==> src/rtl/fetch_linebuf.sv <==
// fetch_linebuf
//   Fetch-side line producer and realigner for the 64-bit instruction SRAM.
//   It issues line reads and holds up to two 64-bit lines: L0 is the line
//   that contains pc, and L1 is the line after it. Each cycle it presents one
//   raw instruction at pc. 16-bit instructions are passed through without
//   expansion. A 32-bit instruction that straddles two lines is stitched
//   together from L1[15:0] and L0[63:48].
//
// Ports
//   clk, rst            clock, synchronous active-high reset
//   jb, jb_pc           redirect pulse and target (bit0 ignored)
//   sram_cs, sram_addr  line read request, line address = byte addr[31:3]
//   sram_rdata          line data, valid the cycle after sram_cs
//   out_valid/out_ready presented-instruction handshake
//   out_pc, out_instr   PC and raw instruction bits
//   out_isrv16          presented instruction is 16-bit (out_instr[1:0]!=11)

module fetch_linebuf #(
    parameter logic [31:0] RESET_PC = 32'h0000_0000
) (
    input  logic        clk,
    input  logic        rst,
    input  logic        jb,
    input  logic [31:0] jb_pc,
    output logic        sram_cs,
    output logic [28:0] sram_addr,
    input  logic [63:0] sram_rdata,
    output logic        out_valid,
    input  logic        out_ready,
    output logic [31:0] out_pc,
    output logic [31:0] out_instr,
    output logic        out_isrv16
);

    logic [31:0] pc, pc_n;
    logic [28:0] fptr, fptr_n;
    logic [63:0] l0, l0_n, l1, l1_n;
    logic        l0_v, l0_v_n, l1_v, l1_v_n;
    logic        resp_pend, resp_pend_n;

    logic        accept;
    logic        line_pop;
    logic [31:0] pc_adv;
    logic [31:0] jb_tgt;
    logic [2:0]  occ_after;

    // Presented instruction: a pure mux of the slots selected by pc[2:1].
    always_comb begin
        case (pc[2:1])
            2'b00:   out_instr = l0[31:0];
            2'b01:   out_instr = l0[47:16];
            2'b10:   out_instr = l0[63:32];
            default: out_instr = {l1[15:0], l0[63:48]};
        endcase
        out_isrv16 = (out_instr[1:0] != 2'b11);
        // Only a 32-bit instruction at offset 6 needs the next line.
        out_valid  = l0_v && ((pc[2:1] != 2'b11) || (l0[49:48] != 2'b11) || l1_v);
        out_pc     = pc;
    end

    assign jb_tgt   = jb_pc & 32'hFFFF_FFFE;
    assign accept   = out_valid && out_ready && !jb;
    assign pc_adv   = pc + (out_isrv16 ? 32'd2 : 32'd4);
    assign line_pop = accept && (pc_adv[31:3] != pc[31:3]);

    // Lines held plus line in flight, after this cycle's pop. A pop always
    // implies L0 valid, so the subtraction cannot underflow.
    assign occ_after = {2'b00, l0_v} + {2'b00, l1_v} + {2'b00, resp_pend}
                     - {2'b00, line_pop};

    assign sram_cs   = !rst && !jb && (occ_after < 3'd2);
    assign sram_addr = fptr;

    always_comb begin
        pc_n        = pc;
        fptr_n      = fptr;
        l0_n        = l0;
        l1_n        = l1;
        l0_v_n      = l0_v;
        l1_v_n      = l1_v;
        resp_pend_n = sram_cs;
        if (jb) begin
            // Redirect wins over accept and response; in-flight line is dropped.
            pc_n        = jb_tgt;
            fptr_n      = jb_tgt[31:3];
            l0_v_n      = 1'b0;
            l1_v_n      = 1'b0;
            resp_pend_n = 1'b0;
        end else begin
            if (accept) begin
                pc_n = pc_adv;
            end
            if (line_pop) begin
                l0_n   = l1;
                l0_v_n = l1_v;
                l1_v_n = 1'b0;
            end
            // Response fills the first slot that is empty after any pop.
            if (resp_pend) begin
                if (!l0_v_n) begin
                    l0_n   = sram_rdata;
                    l0_v_n = 1'b1;
                end else begin
                    l1_n   = sram_rdata;
                    l1_v_n = 1'b1;
                end
            end
            if (sram_cs) begin
                fptr_n = fptr + 29'd1;
            end
        end
    end

    always_ff @(posedge clk) begin
        if (rst) begin
            pc        <= RESET_PC;
            fptr      <= RESET_PC[31:3];
            l0        <= 64'h0;
            l1        <= 64'h0;
            l0_v      <= 1'b0;
            l1_v      <= 1'b0;
            resp_pend <= 1'b0;
        end else begin
            pc        <= pc_n;
            fptr      <= fptr_n;
            l0        <= l0_n;
            l1        <= l1_n;
            l0_v      <= l0_v_n;
            l1_v      <= l1_v_n;
            resp_pend <= resp_pend_n;
        end
    end

endmodule

==> config.mk <==
export PLATFORM = sky130hd
export DESIGN_NAME = fetch_linebuf
export DESIGN_NICKNAME = d
export VERILOG_FILES = /design/src/rtl/fetch_linebuf.sv
export SDC_FILE = /design/constraint.sdc
export NUM_CORES = 1
export LEC_CHECK = 0
export CAP_MARGIN = 40
export CORE_ASPECT_RATIO = 1.5
export CORE_MARGIN = 2
export CORE_UTILIZATION = 35
export DETAILED_ROUTE_END_ITERATION = 8
export PLACE_DENSITY = 0.61
export SLEW_MARGIN = 10
export SYNTH_ARGS = -nofsm -noshare
export SYNTH_HDL_FRONTEND = slang
export SYNTH_SLANG_ARGS = --single-unit
==> constraint.sdc <==
create_clock -name clk -period 4.2 [get_ports clk]
set_input_delay 0.63 -clock clk [delete_from_list [all_inputs] [get_ports clk]]
set_output_delay 0.63 -clock clk [all_outputs]
set_load 0.02 [all_outputs]
# Word-level counts from Yosys, hierarchy flattened
# Cells that the tools add are included.
[totals]
elab_cells = 51
input_bits = 100
reg_bits = 192
[op_classes]
eq_ne = 6
n_reduce_logical = 15
n_lt_le_gt_ge = 1
muxes = 15
addsub = 5
bitwise = 1
[op_table]
columns = ["operator", "n"]
rows = [
  ["$mux 64", 3],
  ["$pmux 32 s3", 1],
  ["$mux 32", 2],
  ["$mux 29", 2],
  ["$add 32x3->32", 1],
  ["$add 29x1->29 const B", 1],
  ["$ne 29x29->1", 1],
  ["$logic_and 1x1->1", 6],
  ["$mux 1", 6],
  ["$ne 2x2->1 const B", 3],
  ["$reduce_bool 2->1", 2],
  ["$add 2x1->3", 1],
  ["$lt 3x2->1 const B", 1],
  ["$mux 3", 1],
  ["$reduce_and 3->1", 1],
  ["$sub 3x1->3", 1],
  ["$add 1x1->2", 1],
  ["$eq 2x1->1 const B", 1],
  ["$eq 2x2->1 const B", 1],
  ["$logic_not 1->1", 2],
  ["$logic_not 2->1", 1],
  ["$logic_or 1x1->1", 2],
  ["$reduce_or 2->1", 1],
  ["$not 1->1", 1],
]

# Depth between registers and ports, before layout
# Gate-level depths: netlist (run 1).
[depth]
ltp_word = 12
depth_mapped = 20
mapped_depth_nobuf = 16

# Worst setup path after synthesis (run 1)
# Ideal clock, no wire load.
[synth_timing]
kind = "register to output"
start = "reg pc[1], in the netlist out_pc[1]"
end = "out sram_cs"
stages_incl_launch_ff = 18
arrival_ns = 4.396
slack_ns = -0.826
cell_sequence = "dfxtp_1 buf_2 mux4_2 nand2_1 inv_1 ha_1 a21o_1 a21oi_1 nor3_1 buf_2 clkbuf_1 ha_1 inv_1 ha_1 a21oi_1 mux2i_1 inv_1 clkbuf_1"
[synth_via]
elab_chain_cells = 10
[synth_rtl]
columns = ["element", "line_no", "rtl"]
rows = [
  ["start, declared", "35", "logic [31:0] pc, pc_n;"],
  ["start signal, assigned", "124", "pc <= pc_n;"],
  ["$eq 2x2->1 (tied with other cells)", "49", "case (pc[2:1])"],
  ["$pmux 32 s3 *", "49", ""],
  ["net out_instr[1]", "31", "output logic [31:0] out_instr,"],
  ["$ne 2x2->1 *", "55", "out_isrv16 = (out_instr[1:0] != 2'b11);"],
  ["net out_isrv16", "32", "output logic out_isrv16"],
  ["$mux 3 *", "63", "assign pc_adv = pc + (out_isrv16 ? 32'd2 : 32'd4);"],
  ["$add 32x3->32 *", "63", ""],
  ["$ne 29x29->1 *", "64", "assign line_pop = accept && (pc_adv[31:3] != pc[31:3]);"],
  ["$logic_and 1x1->1 *", "64", ""],
  ["$sub 3x1->3 *", "69", "- {2'b00, line_pop};"],
  ["$lt 3x2->1 *", "71", "assign sram_cs = !rst && !jb && (occ_after < 3'd2);"],
  ["$logic_and 1x1->1 *", "71", ""],
  ["end, declared", "25", "output logic sram_cs,"],
]
# The timed path passes the listed nets; every way through them passes the cells marked *.

# Final worst setup path (run 1)
[layout_timing]
start = "reg pc[1], in the netlist out_pc[1]"
end = "out sram_cs"
[layout_via]
elab_chain_cells = 10
[layout_rtl]
columns = ["element", "line_no"]
rows = [
  ["$eq 2x2->1 (tied with other cells)", "49"],
  ["$pmux 32 s3 / $logic_or 1x1->1 (equally long branches)", "49, 57"],
  ["$ne 2x2->1 / $logic_or 1x1->1 (equally long branches)", "55, 57"],
  ["$mux 3 / $logic_and 1x1->1 (equally long branches)", "63, 57"],
  ["$add 32x3->32 / $logic_and 1x1->1 (equally long branches)", "63, 62"],
  ["$ne 29x29->1 / $logic_and 1x1->1 (equally long branches)", "64, 62"],
  ["$logic_and 1x1->1 *", "64"],
  ["$sub 3x1->3 *", "69"],
  ["$lt 3x2->1 *", "71"],
  ["$logic_and 1x1->1 *", "71"],
]
# Every way passes the cells marked *; elsewhere a longest branch is shown, timed or not.

==> results of run 1 <==
[cells by family (layout without fill, tap and decap cells)]
logic type | count (synthesis) | count (layout) | share of synthesized area [%]
adder cells (fa/ha/maj) | 7 | 7 | 0.884
flip-flops | 191 | 191 | 35.5
other | 1 | 4 | 0.0349
AO/OA/AOI/OAI | 440 | 440 | 24.1
AND/OR/NAND/NOR | 465 | 465 | 21.1
buffers and inverters | 220 | 358 | 7.82
multiplexers | 34 | 34 | 6.89
XOR/XNOR | 45 | 45 | 3.66
[layout make-up]
class,instances,share of cell area (%)
sequential,191,28.0
multi-input combinational,992,45.3
antenna,3,0.0549
inverter,102,2.83
clock inverter,11,0.604
tap,400,3.66
timing repair buffer,224,16.1
clock buffer,21,3.44
[per-layer routing]
| layer | routed length (microns) | vias to the layer above | part of all wire (%) | global-route usage (%) |
|---|---|---|---|---|
| met3 | 2690 | 45 | 7.1 | 4.76 |
| li1 | - | 5228 | - | - |
| met2 | 19200 | 401 | 51 | 41.3 |
| met5 | 0 | - | 0 | 0 |
| met4 | 947 | 0 | 2.5 | 7.98 |
| met1 | 15100 | 5097 | 40 | 28.3 |
[Yosys cell counts (9+ instances only)]
library cell	number
nand2_1	219
xnor2_1	30
o211ai_1	64
nor3_1	17
mux4_2	32
buf_1	16
o21ai_0	68
xor2_1	15
clkbuf_1	92
o31a_1	13
inv_1	102
dfxtp_1	191
a21boi_0	38
buf_2	9
nor4_1	17
nand4_1	17
or3_1	66
a21oi_1	229
nor2_1	9
nand3_1	86
[final timing paths]
check | endpoint | slack, ps
setup / recovery | sram_cs | 180
hold / removal | l1[59] | 450
setup reg to reg | sram_addr[23] | 290
hold reg to reg | l1[59] | 450
[through the flow]
step / total power [mW] / utilization (%) / hold slack (ps) / setup TNS (ps) / cell area [sq um]
after detailed placement: 2.82 / 43.2 / 446 / 0 / 13100
after CTS: 4.40 / 45.1 / 446 / 0 / 13700
after global routing: 4.55 / 45.2 / 469 / 0 / 13700
after floorplan: 2.43 / - / 436 / -40.9 / 10900
final: 4.36 / 45.2 / 454 / 0 / 13700
after global placement: 2.81 / 43.2 / 441 / 0 / 13100
[what timing repair did]
action / CTS / global route
pin swaps: 1 / 3
endpoints found under the setup margin: 1 / 1
endpoints found under the hold margin: 0 / 0
buffers inserted: 4 / 2
gates resized for setup: 4 / 5
[state kept, by name, summed over array words and instances (netlist names)]
register and flops:
l1 64, l1_v 1, sram_addr 29, l0 64, l0_v 1, out_pc 31
resp_pend 1
[power groups by stage]
stage	logic (mW)	registers [mW]	clock network, mW
floorplan	0.374	2.06	0
global placement	0.758	2.05	0
detailed placement	0.767	2.06	0
CTS	0.776	2.01	1.61
global route	0.833	2.03	1.69
finish	0.774	2.01	1.57
[worst max-delay path, stage by stage (launching register included)]
cell and delay [ps]:
dfxtp_4 380, mux4_2 550, nand2_4 120, inv_4 50, ha_4 250, a21o_1 150, a21oi_4 80, nor3_4 240
ha_4 230, inv_2 60, ha_4 200, a21oi_4 150, mux2i_2 270, inv_2 80, buf_6 140
==> flow_summary.yaml, run 1 <==
run_status:
  status: "finished clean"
die:
  fp.dieW_microns: 147
  start_util_pct: 35.6
  core_sq_um: 30300
  die_h_microns: 219
  io_pins: 196
  rows: 78
  dieArea_sq_um: 32200
place:
  hpwl_microns: 24700
  pre_cts_ws_ps: 155
  placed_cells: 1903
  gp_congestion: 0.817
  port_buffers: 193
flow_run:
  max-cap-violations: 0
yosys:
  syn_area_per_cell_sq_um: 7.67
  syn-num-nets: 1510
  synth-seq-cells: 191
  async_flop_share_pct: 0
  ys_seq_area_share_pct: 35.5
  synth_top_area_share_pct: 35.5
  synthCells: 1403
  ys.flop_type: "dfxtp_1"
  synth_area_leaders: "dfxtp_1, a21oi_1, nand2_1, mux4_2, o211ai_1"
  synth_cell_types: 54
  synth_top_area_cell: "dfxtp_1"
  synth_edf_count: 0
  synth_area_sq_um: 10800
  yosysWarnings: 0
final_layout:
  final_cell_mix: "a21oi_1, nand2_1, clkdlybuf4s50_1"
  layout_commonest_cell: "a21oi_1"
  syn_to_final_growth_pct: 27.2
  multi_input_comb_area_sq_um: 6200
  layout-drive-gt1-share_pct: 8.18
  fillers: 3037
  regArea_sq_um: 3830
  nNetsFinal: 1635
  final_cells: 1944
grt:
  grt.total_usage_pct: 23.4
  first_global_vias: 10300
  grt_max_degree: 214
  grt_pass1_wl_microns: 59000
  antenna_found_initial: 4
  grt_overflow_total: 0
clocking:
  path_clk_slew_ps: 70
  clock_tree.root_cell: "clkbuf_16"
  postCtsHoldBufs: 0
  cts_tree: "yes"
  htreeDepth: 4
  cts_buffer_depth: 2
  cts_num_sinks: 191
  cts_buffers: 17
  clk_latency_ps: 450
sta:
  worstMarginPinSlew_ps: 999
  maxSlewHeadroom_pct: 33.4
  min_period_ps: 4020
  timing.fmax_mhz: 249
  clock_skew_ps: 9.42
  finalSetupViolations: 0
  fin_crit_sh_pct: 95.7
  setup_ws_ps: 182
  slew_violations: 0
  grt_setup_unrepaired: "false"
  hold_viol: 0
setup_path:
  crit_start: "out_pc[1]"
  critPathArrivalTime_ps: 3390
  crit_type: "reg2out"
  cp-start-kind: "flop"
  rr_worst_depth: 16
  required_ps: 3570
  reg2reg_from: "out_pc[1]"
  path_max_fanout: 4
  crit_path_end_kind: "output port"
detailed_routing:
  drtPass1Iterations: 5
  drc: 0
  wl_per_cell_microns: 19.5
  wl_microns: 37900
  via_per_inst: 5.54
  final_antenna_net_count: 0
  via_count: 10800
  drtIter0Drc: 675
power_and_ir_drop:
  p_clk_share_pct: 36.1
  p_leak_nw: 4.17
  ir_drop_uv: 280
  p_int_mw: 3.08
  switching_power_mw: 1.28
  powerDensity_nw_per_um2: 319
  power_switching_share_pct: 29.3
  combPwrFrac_pct: 17.7
  p_seq_share_pct: 46.2
min_path:
  hold_start: "l1[59]"
  hold_path_depth: 2
  hold_class: "reg2reg"
No activity file was read; power rests on OpenSTA's default activity.
==> run 2, diff against run 1 <==
Settings changed: CTS_BUF_LIST set to sky130_fd_sc_hd__clkbuf_4 sky130_fd_sc_hd__clkbuf_8.
==> run 2 against run 1 <==
Core utilization shrank 0.57 points. Total power fell by 8.9%. Setup slack got worse by 32 ps. Register-to-register slack about the same. Critical path type unchanged.
==> flow_summary.yaml, run 2 (same netlist as run 1, synthesis figures left out) <==
run_status:
  status: "finished clean"
grt:
  grt_overflow_total: 0
  first_global_vias: 10200
  antenna_found_initial: 4
  grt_max_degree: 214
  grt_pass1_wl_microns: 59200
  grt.total_usage_pct: 23.4
final_layout:
  final_cell_mix: "a21oi_1, nand2_1, clkdlybuf4s50_1"
  stdcell_area_sq_um: 13500
  post-route-util_pct: 44.7
  layout_commonest_cell: "a21oi_1"
  syn_to_final_growth_pct: 25.6
  nNetsFinal: 1637
  final_cells: 1946
  layout-drive-gt1-share_pct: 8.36
  fillers: 3064
setup_path:
  crit_chain: "mux4_2, nand2_4, inv_4, ha_4, a21o_1, a21oi_4, nor3_4, ha_4, inv_2, ha_4, a21oi_4, mux2i_2, inv_2, buf_6"
  critical_path.slowest_cell: "mux4_2"
  crit_path_end_kind: "output port"
  crit_type: "reg2out"
  path_max_fanout: 4
  rr_worst_depth: 16
  max_stage_delay_ps: 550
  required_ps: 3570
  cp-start-kind: "flop"
  critPathMostFrequentCell: "ha_4"
  critPathArrivalTime_ps: 3420
clocking:
  clock_tree.root_cell: "clkbuf_8"
  clk_latency_ps: 490
  cts_buffers: 17
  cts_num_sinks: 191
  path_clk_slew_ps: 100
  cts_tree: "yes"
  htreeDepth: 4
  cts_buffer_depth: 2
detailed_routing:
  drtPass1Iterations: 5
  drtIter0Drc: 727
  wl_per_cell_microns: 19.5
  via_count: 10800
  wl_microns: 37900
  drc: 0
  final_antenna_net_count: 0
  via_per_inst: 5.55
sta:
  fin_crit_sh_pct: 96.4
  min_period_ps: 4050
  clock_skew_ps: 16.8
  finalSetupViolations: 0
  timing.fmax_mhz: 247
  hold_viol: 0
  slew_violations: 0
  worstMarginPinSlew_ps: 1090
  maxSlewHeadroom_pct: 27.6
min_path:
  hold_class: "in2reg"
  hold_path_depth: 2
power_and_ir_drop:
  powerDensity_nw_per_um2: 294
  p_leak_nw: 4.10
  p_total_mw: 3.97
  ir_drop_uv: 189
place:
  hpwl_microns: 24700
  dpl_cell_area_sq_um: 13100
  placed_cells: 1903
  gp_congestion: 0.817
  port_buffers: 193
die:
  core_sq_um: 30300
  start_util_pct: 35.6
  rows: 78
  fp.dieW_microns: 147
  io_pins: 196
  die_h_microns: 219
  dieArea_sq_um: 32200
flow_run:
  max-cap-violations: 0
[run 2: changes by cell type in the layout (fill, tap and decap cells not counted)]
cell and change:
clkbuf_1 -1, clkbuf_8 +17, clkbuf_16 -17, clkbuf_4 +1, buf_4 +2
[run 2: report_power, final]
group	leakage (nW)	internal, mW	switching (mW)
logic	2.35	0.373	0.401
clock network	0.186	0.469	0.714
registers	1.56	1.90	0.115
[run 2: final cells by class]
class / count / area (sq um) / area share [%]
Inverter: 102 / 387 / 2.86
Multi-Input combinational cell: 992 / 6200 / 45.9
Tap cell: 400 / 500 / 3.70
Timing Repair Buffer: 226 / 2220 / 16.4
Clock inverter: 11 / 82.6 / 0.611
Sequential cell: 191 / 3830 / 28.3
Antenna cell: 3 / 7.51 / 0.0556
Clock buffer: 21 / 283 / 2.09
[run 2: final timing paths]
kind / start / endpoint / slack (ps)
worst max-delay path: out_pc[1] / sram_cs / 150
worst min-delay path: rst / l1[48] / 420
worst max register to register: out_pc[1] / sram_addr[23] / 280
worst min register to register: l1[60] / l1[60] / 460
[run 2: per-layer routing]
metal  GRT usage [%]  routed length (microns)  share of wire [%]
met1            28.6                    15200                 40
met2            41.6                    19400                 51
met3            4.91                     2560                6.8
met4            6.28                      705                1.9
met5               0                       14              0.037
[run 2: stage by stage]
stage	setup TNS (ps)	hold WS (ps)	setup slack, ps
2_1_floorplan	-40.9	436	-40.9
3_3_place_gp	0	441	200
3_5_place_dp	0	446	155
4_1_cts	0	387	52.6
5_1_grt	-13.1	411	-13.1
6_report	0	416	150
[run 2: worst max-delay path, delay by kind of cell (launching register included)]
family / cells / cell delay [ps]
AOI/OAI and AO/OA: 3 / 500
adders and majority gates: 3 / 730
buffers and inverters: 4 / 310
DFF: 1 / 390
muxes: 2 / 830
and+or+nand+nor: 2 / 190
[run 2: repair_timing]
action	4_1_cts	5_1_grt
setup endpoints to repair	1	1
hold buffers	0	0
gates resized for setup	5	4
hold endpoints to repair	0	0
pin swaps	2	4
setup buffers	5	3
